<file path="src/rtl/u_add_sub_pipe_if.sv">
// Operand/result handshake bundle for u_add_sub_pipe; the slave side is the arithmetic unit.
interface u_add_sub_pipe_if #(
    parameter int WIDTH = 32
);
    logic             in_valid;
    logic             in_ready;
    logic [WIDTH-1:0] in1;
    logic [WIDTH-1:0] in2;
    logic             cin;
    logic             sub;
    logic             out_valid;
    logic             out_ready;
    logic [WIDTH-1:0] sout;
    logic             cout;
    logic             ovf;
    logic             zero;

    modport master (
        output in_valid, in1, in2, cin, sub, out_ready,
        input  in_ready, out_valid, sout, cout, ovf, zero
    );

    modport slave (
        input  in_valid, in1, in2, cin, sub, out_ready,
        output in_ready, out_valid, sout, cout, ovf, zero
    );
endinterface

</file>
<file path="src/rtl/u_add_sub_pipe.sv">
// Segmented-carry add/sub pipeline: one SEG-bit slice resolves per cycle, latency STAGES.
// Backpressure: a single global enable freezes every stage while the output is stalled.
module u_add_sub_pipe #(
    parameter int WIDTH  = 32,
    parameter int STAGES = 4
) (
    input  logic            clk,
    input  logic            rst,
    u_add_sub_pipe_if.slave pipe_if
);
    localparam int SEG  = WIDTH / STAGES;
    localparam int LAST = STAGES - 1;

    logic             en;
    logic [WIDTH-1:0] b_pre;
    logic             c0;

    logic             out_vld_q;
    logic [WIDTH-1:0] sout_q, sout_d;
    logic             cout_q, cout_d;
    logic             ovf_q, ovf_d;
    logic             zero_q, zero_d;
    logic             msb_cin;

    assign en               = !out_vld_q || pipe_if.out_ready;
    assign pipe_if.in_ready = en;

    // Subtract is A + ~B + ~borrow, so every stage is a plain adder.
    assign b_pre = pipe_if.sub ? ~pipe_if.in2 : pipe_if.in2;
    assign c0    = pipe_if.sub ? ~pipe_if.cin : pipe_if.cin;

    for (genvar k = 0; k < STAGES; k++) begin : g_stg
        localparam int LO = k * SEG;
        localparam int HI = LO + SEG;

        logic                vld_in;
        logic                c_in;
        logic [WIDTH-LO-1:0] a_in;
        logic [WIDTH-LO-1:0] b_in;
        logic [SEG-1:0]      s_seg;
        logic                c_out;
        logic [HI-1:0]       res;

        assign {c_out, s_seg} = {1'b0, a_in[SEG-1:0]} + {1'b0, b_in[SEG-1:0]}
                              + {{SEG{1'b0}}, c_in};

        if (k == 0) begin : g_head
            assign vld_in = pipe_if.in_valid;
            assign a_in   = pipe_if.in1;
            assign b_in   = b_pre;
            assign c_in   = c0;
            assign res    = s_seg;
        end else begin : g_body
            logic                vld_q;
            logic                c_q;
            logic [LO-1:0]       lo_q;
            logic [WIDTH-LO-1:0] a_q;
            logic [WIDTH-LO-1:0] b_q;

            always_ff @(posedge clk) begin
                if (rst) begin
                    vld_q <= 1'b0;
                end else if (en) begin
                    vld_q <= g_stg[k-1].vld_in;
                end
            end

            // Upper operand slices ride along so they meet this stage's carry.
            always_ff @(posedge clk) begin
                if (en) begin
                    c_q  <= g_stg[k-1].c_out;
                    lo_q <= g_stg[k-1].res;
                    a_q  <= g_stg[k-1].a_in[WIDTH-LO+SEG-1:SEG];
                    b_q  <= g_stg[k-1].b_in[WIDTH-LO+SEG-1:SEG];
                end
            end

            assign vld_in = vld_q;
            assign a_in   = a_q;
            assign b_in   = b_q;
            assign c_in   = c_q;
            assign res    = {s_seg, lo_q};
        end
    end

    assign msb_cin = g_stg[LAST].a_in[SEG-1] ^ g_stg[LAST].b_in[SEG-1]
                   ^ g_stg[LAST].s_seg[SEG-1];

    always_comb begin
        sout_d = g_stg[LAST].res;
        cout_d = g_stg[LAST].c_out;
        ovf_d  = msb_cin ^ g_stg[LAST].c_out;
        zero_d = (g_stg[LAST].res == '0);
    end

    always_ff @(posedge clk) begin
        if (rst) begin
            out_vld_q <= 1'b0;
            sout_q    <= '0;
            cout_q    <= 1'b0;
            ovf_q     <= 1'b0;
            zero_q    <= 1'b0;
        end else if (en) begin
            out_vld_q <= g_stg[LAST].vld_in;
            if (g_stg[LAST].vld_in) begin
                sout_q <= sout_d;
                cout_q <= cout_d;
                ovf_q  <= ovf_d;
                zero_q <= zero_d;
            end
        end
    end

    assign pipe_if.out_valid = out_vld_q;
    assign pipe_if.sout      = sout_q;
    assign pipe_if.cout      = cout_q;
    assign pipe_if.ovf       = ovf_q;
    assign pipe_if.zero      = zero_q;
endmodule

</file>
<file path="src/flat_wrapper.sv">
// flat-port wrapper written by rule: the top's interface ports become plain ports
module u_add_sub_pipe_flat 
#(
    parameter int WIDTH  = 32,
    parameter int STAGES = 4
)
  (clk, rst, pipe_if_in_valid, pipe_if_in1, pipe_if_in2, pipe_if_cin, pipe_if_sub, pipe_if_out_ready, pipe_if_in_ready, pipe_if_out_valid, pipe_if_sout, pipe_if_cout, pipe_if_ovf, pipe_if_zero);
  u_add_sub_pipe_if #(.WIDTH(WIDTH)) pipe_if_i ();
  input  logic clk;
  input  logic rst;
  input wire logic [$bits(pipe_if_i.in_valid)-1:0] pipe_if_in_valid;
  input wire logic [$bits(pipe_if_i.in1)-1:0] pipe_if_in1;
  input wire logic [$bits(pipe_if_i.in2)-1:0] pipe_if_in2;
  input wire logic [$bits(pipe_if_i.cin)-1:0] pipe_if_cin;
  input wire logic [$bits(pipe_if_i.sub)-1:0] pipe_if_sub;
  input wire logic [$bits(pipe_if_i.out_ready)-1:0] pipe_if_out_ready;
  output wire logic [$bits(pipe_if_i.in_ready)-1:0] pipe_if_in_ready;
  output wire logic [$bits(pipe_if_i.out_valid)-1:0] pipe_if_out_valid;
  output wire logic [$bits(pipe_if_i.sout)-1:0] pipe_if_sout;
  output wire logic [$bits(pipe_if_i.cout)-1:0] pipe_if_cout;
  output wire logic [$bits(pipe_if_i.ovf)-1:0] pipe_if_ovf;
  output wire logic [$bits(pipe_if_i.zero)-1:0] pipe_if_zero;
  assign pipe_if_i.in_valid = pipe_if_in_valid;
  assign pipe_if_i.in1 = pipe_if_in1;
  assign pipe_if_i.in2 = pipe_if_in2;
  assign pipe_if_i.cin = pipe_if_cin;
  assign pipe_if_i.sub = pipe_if_sub;
  assign pipe_if_i.out_ready = pipe_if_out_ready;
  assign pipe_if_in_ready = pipe_if_i.in_ready;
  assign pipe_if_out_valid = pipe_if_i.out_valid;
  assign pipe_if_sout = pipe_if_i.sout;
  assign pipe_if_cout = pipe_if_i.cout;
  assign pipe_if_ovf = pipe_if_i.ovf;
  assign pipe_if_zero = pipe_if_i.zero;
  u_add_sub_pipe #(.WIDTH(WIDTH), .STAGES(STAGES)) u_core (.clk(clk), .rst(rst), .pipe_if(pipe_if_i));
endmodule
</file>
<file path="config.mk">
export PLATFORM = sky130hd
export DESIGN_NAME = u_add_sub_pipe_flat
export DESIGN_NICKNAME = d
export VERILOG_FILES = /design/src/rtl/u_add_sub_pipe_if.sv /design/src/rtl/u_add_sub_pipe.sv /design/src/flat_wrapper.sv
export SDC_FILE = /design/constraint.sdc
export NUM_CORES = 1
export LEC_CHECK = 0
export BUFFER_PORTS_ARGS = -buffer_cell sky130_fd_sc_hd__buf_2
export CAP_MARGIN = 15
export CELL_PAD_IN_SITES_DETAIL_PLACEMENT = 0
export CELL_PAD_IN_SITES_GLOBAL_PLACEMENT = 2
export CORE_MARGIN = 5
export CORE_UTILIZATION = 40
export DETAILED_ROUTE_END_ITERATION = 10
export GPL_TIMING_DRIVEN = 0
export PLACE_DENSITY = 0.89
export SLEW_MARGIN = 20
export SYNTH_ARGS = -nofsm -noshare
export SYNTH_HDL_FRONTEND = slang
export SYNTH_SLANG_ARGS = --single-unit
</file>
<file path="constraint.sdc">
create_clock -name clk -period 4.9 [get_ports clk]
set_clock_uncertainty 0.05 [all_clocks]
set_input_delay 0.98 -clock clk [delete_from_list [all_inputs] [get_ports clk]]
set_output_delay 0.98 -clock clk [all_outputs]
set_load 0.05 [all_outputs]
</file>
Yosys cells after proc, flatten, opt, wreduce, memory -nomap -nowiden
Cells that the tools add are included.
{"block": "op_classes", "n_addsub": 8, "n_mux": 2, "bitwise": 5, "n_reduce_logical": 4}
{"operator": "adder 8 x 8 -> 9 bit", "count": 4}
{"operator": "adder 9 x 1 -> 9 bit", "count": 4}
{"operator": "logical NOT 32 bit", "count": 1}
{"operator": "two-way mux 32 bit", "count": 1}
{"operator": "NOT 32 bit", "count": 1}
{"operator": "bitwise XOR 1 bit", "count": 3}
{"operator": "AND reduction 2 bit", "count": 1}
{"operator": "logical NOT 1 bit", "count": 1}
{"operator": "logical OR 1 bit", "count": 1}
{"operator": "two-way mux 1 bit", "count": 1}
{"operator": "NOT 1 bit", "count": 1}
{"block": "word_totals", "reg_bits": 186, "input_bits": 70, "out_inout_bits": 37, "word_cells": 39}

Logic depth before layout (Yosys ltp)
{"block": "logic_depth", "ltp_word": 4, "mapped_depth": 10, "depth_no_buf": 10}

Least setup slack after synthesis
No wires, ideal clock.
{"block": "synth_path", "kind": "input -> output", "start": "input pipe_if_out_ready", "end": "output pipe_if_in_ready", "t_arrival_ns": 3.035, "required_ns": 3.870, "path_slack_ns": 0.835, "cell_stages": 2, "path_buffers": 1, "path_cell_list": "nand2b_1 -> buf_2"}
{"block": "synth_via", "elab_chain_cells": 1}
{"item": "start: declaration", "line": "flat_wrapper.sv:16", "source": "input wire logic [$bits(pipe_if_i.out_ready)-1:0] pipe_if_out_ready;"}
{"item": "logical OR 1 bit", "line": "u_add_sub_pipe.sv:25", "source": "assign en = !out_vld_q || pipe_if.out_ready;"}
{"item": "end: declaration", "line": "flat_wrapper.sv:17", "source": "output wire logic [$bits(pipe_if_i.in_ready)-1:0] pipe_if_in_ready;"}
No other way between the ends.

Worst setup path in the final report
{"block": "layout_path", "start": "input pipe_if_sub", "end": "register u_core.g_stg[1].g_body.c_q (data pin)"}
{"block": "layout_via", "elab_chain_cells": 3, "elab_cells_between_ends": 4, "classes_between": "add/sub (2); mux (2)"}
{"item": "start: declaration", "line": "flat_wrapper.sv:15", "source": "input wire logic [$bits(pipe_if_i.sub)-1:0] pipe_if_sub;"}
{"item": "two-way mux 32 bit", "line": "u_add_sub_pipe.sv:29", "source": "assign b_pre = pipe_if.sub ? ~pipe_if.in2 : pipe_if.in2;"}
{"item": "adder 8 x 8 -> 9 bit", "line": "u_add_sub_pipe.sv:44", "source": "assign {c_out, s_seg} = {1'b0, a_in[SEG-1:0]} + {1'b0, b_in[SEG-1:0]}"}
{"item": "adder 9 x 1 -> 9 bit *", "line": "u_add_sub_pipe.sv:45", "source": "+ {{SEG{1'b0}}, c_in};"}
{"item": "via u_core.g_stg[0].c_out", "line": "u_add_sub_pipe.sv:41", "source": "logic c_out;"}
{"item": "end signal: assignment", "line": "u_add_sub_pipe.sv:71", "source": "c_q <= g_stg[k-1].c_out;"}
{"item": "end: declaration", "line": "u_add_sub_pipe.sv:55", "source": "logic c_q;"}
Mark *: on every way through the listed nets, which the timed path passes. The rest lies on a longest branch.
A chain may end at the register's enable or synchronous reset.

==> results.json <==
{
  "hold_path_startpoint": "u_core.g_stg[1].a_in[14]$_DFFE_PN_",
  "crit_chain": "clkbuf_1 > buf_2 > xor2_1 > fa_1 > fa_1 > a21o_1 > a21oi_1 > o21bai_1 > a21oi_1 > o21ai_0",
  "nets": 756,
  "die-area_mm2": 0.0213,
  "place_congestion": 0.790,
  "fin_util": 0.490,
  "post-route-drc-count": 0,
  "die_h_um": 146,
  "viasPerCell": 4.74,
  "holdPathStages": 0,
  "diodes": 0,
  "reg2reg_slack_ns": 2.02,
  "grt_first_pass_wirelength_mm": 21.8,
  "min_path_type": "flop to flop",
  "drive_above_1_share": 0.226,
  "cp_slowest_cell": "clkbuf_1",
  "die_w_um": 146,
  "cts_setup_buffers": 0,
  "io_pins": 107,
  "crit_path_max_fanout": 10,
  "fin_cells": 892,
  "vias": 4224,
  "h-tree-depth": 4,
  "wl_met2_mm": 6.59,
  "ys_warn_count": 0,
  "cp-end-kind": "flop",
  "clkTransAtPathRegs_ns": 0.07,
  "min_to": "u_core.g_stg[2].a_in[6]$_DFFE_PN_",
  "drt-initial-drc-count": 318,
  "worstMarginPinSlew_ns": 0.665,
  "hold_viol_final": 0,
  "synth_fp_nets": 632,
  "fmax_mhz": 283,
  "syn-mean-instance-area_um2": 14.1,
  "cts.sinks": 186,
  "critical_path_class": "input port to flop",
  "leakagePower_nw": 3.56,
  "crit_required_ns": 5.01,
  "routedLengthMet1_mm": 5.66,
  "cts-resized-gates": 0,
  "path_buf_inv": 2,
  "start_util": 0.410,
  "regToRegStartpoint": "u_core.g_stg[3].b_in[0]$_DFFE_PN_",
  "placedCellCount": 860,
  "rsz0062_at_grt": "false",
  "drv_cap": 0,
  "slew_violations": 0,
  "power_w": 0.00391,
  "rows": 49,
  "grt_start_max_net_pins": 101,
  "cts_tree": "built",
  "yosysUniqueCellTypes": 39,
  "clk_path_buf_depth": 2,
  "cts_buffers": 17,
  "setup_tns_ns": 0,
  "routed.top_layer": "met4",
  "ys_seq_area_frac": 0.701,
  "clk_latency_ns": 0.42,
  "portBuffers": 104,
  "period_minus_slack_ns": 3.54,
  "met3WireLength_um": 548,
  "cp.arrival_ns": 3.65,
  "antenna_found_initial": 0,
  "overflow": 0,
  "wl_per_cell_um": 14.6,
  "maxSlewHeadroom": 0.551,
  "worstSetupStartpoint": "pipe_if_sub",
  "ant_nets": 0,
  "area_growth_pct": 19.7,
  "worstSetupStartpointType": "input port",
  "netlist_area_mm2": 0.00741,
  "grt_pass1_vias": 4448,
  "detailed_place_hpwl_mm": 9.53,
  "critPathMaxStageDelay_ns": 0.44,
  "status": "finished, final reports clean",
  "peakVddDrop_mv": 0.255,
  "cts_hold_buf": 0,
  "fin_crit_sh": 0.722,
  "core_mm2": 0.0181,
  "crit_family": "adder cells",
  "setup_viol": 0,
  "fillCellCount": 1555,
  "ys_ff_latch": 186,
  "cts_root_buf": "clkbuf_16",
  "grt_util_all_layers": 0.129,
  "power_density_mw_per_mm2": 441,
  "firstDrtPassIters": 4,
  "reg2regPathDepth": 8,
  "routed_wl_mm": 13.0,
  "synth_cells": 526,
  "r2r-end": "u_core.pipe_if.zero$_SDFFE_PP0P_",
  "hold_ws_ns": 0.369
}
==> worst reg2reg max path, stage by stage (launching register included) <==
cell and delay, ns:
edfxtp_1 0.40, fa_1 0.50, fa_1 0.51, a211oi_2 0.28, nor2_1 0.11, o311ai_0 0.62
nor2_1 0.11, nand4_1 0.10, a21oi_1 0.07
==> registers in the layout (all words and copies together), names as in the netlist <==
signal,count
u_core.g_stg.a_in,48
u_core.pipe_if.sout,32
u_core.pipe_if.out_valid,1
u_core.g_stg.g_body.vld_q,3
u_core.pipe_if.zero,1
u_core.g_stg.b_in,48
u_core.g_stg.c_in,3
u_core.pipe_if.ovf,1
u_core.g_stg.g_body.lo_q,48
u_core.pipe_if.cout,1
==> power breakdown <==
group          internal (W)  switching (W)
clock              0.000816       0.000585
sequential          0.00197      0.0000875
combinational      0.000186       0.000263
total               0.00297       0.000936
==> cells by family (layout without fill, tap and decap cells) <==
kind of cell,Yosys count,count (layout),synth area share
buffers and inverters,34,171,0.0184
adder cells (fa/ha/maj),36,36,0.0689
multiplexers,2,2,0.00270
flip-flops,186,186,0.701
XOR/XNOR,54,54,0.0638
AND/OR/NAND/NOR,133,133,0.0795
AO/OA/AOI/OAI,81,81,0.0655
==> layout make-up <==
cell class	count	area, um^2	share of cell area
buffer	16	78.8	0.00889
clock buffer	18	429	0.0484
clock inverter	14	184	0.0207
inverter	18	67.6	0.00762
multi-input combinational	306	2080	0.234
sequential	186	5190	0.586
tap	229	287	0.0323
timing repair buffer	105	548	0.0618
==> how the worst max path moves through the flow <==
stage / slack, ns / cells after the start / to
floorplan: 0.84 / 2 / pipe_if_in_ready
global placement: -0.20 / 4 / pipe_if_in_ready
detailed placement: 0.90 / 10 / u_core.g_stg[1].c_in$_DFFE_PN_
CTS: 1.33 / 10 / u_core.g_stg[1].c_in$_DFFE_PN_
global route: 1.11 / 10 / u_core.g_stg[1].c_in$_DFFE_PN_
finish: 1.36 / 10 / u_core.g_stg[1].c_in$_DFFE_PN_
==> synthesized netlist by cell type, drive strengths merged <==
master,number,share of area
edfxtp,147,0.60
nand2,72,0.036
a21oi,47,0.032
xor2,41,0.048
dfxtp,39,0.11
ha,28,0.047
nor2,25,0.013
inv,18,0.0091
o21ai,14,0.010
xnor2,13,0.015
clkbuf,9,0.0046
fa,8,0.022
buf,7,0.0047
nor2b,7,0.0059
a211oi,6,0.0068
nor3,6,0.0041
nor4,5,0.0042
nand3,3,0.0020
nand4,3,0.0025
nor3b,3,0.0030
o21bai,3,0.0030
a21boi,2,0.0020
a21o,2,0.0020
a221oi,2,0.0024
mux2i,2,0.0027
nand2b,2,0.0017
or4,2,0.0020
a2111oi,1,0.0020
a211o,1,0.0012
and2,1,0.00084
o21a,1,0.0010
o311ai,1,0.0012
o41ai,1,0.0022
or2,1,0.00084
or2b,1,0.0012
or3,1,0.00084
or3b,1,0.0012
==> placed cells by master (no fill, tap or decap), types with 4 or more instances in the layout <==
cell         n
nor4_1       5
ha_1        28
nor2b_1      7
nand2_1     72
buf_2      110
fa_1         8
xor2_1      41
nor2_1      25
xnor2_1     13
dfxtp_1     39
nor3_1       6
clkbuf_1    10
a211oi_1     5
inv_6        4
a21oi_1     47
o21ai_0     13
edfxtp_1   147
clkbuf_16   17
inv_1       18
==> layer usage <==
layer,vias up,GRT usage
li1,2129,-
met1,1987,0.157
met2,93,0.218
met3,15,0.0375
met4,0,0.0494
met5,-,0
==> metrics by stage <==
step / instance area (um^2) / worst slack, ns
after CTS: 8870 / 1.33
after global routing: 8870 / 1.11
after detailed placement: 8250 / 0.897
after global placement: 8220 / -0.198
final: 8870 / 1.36
after floorplan: 7410 / 0.835
(Power assumes the default switching activity.)
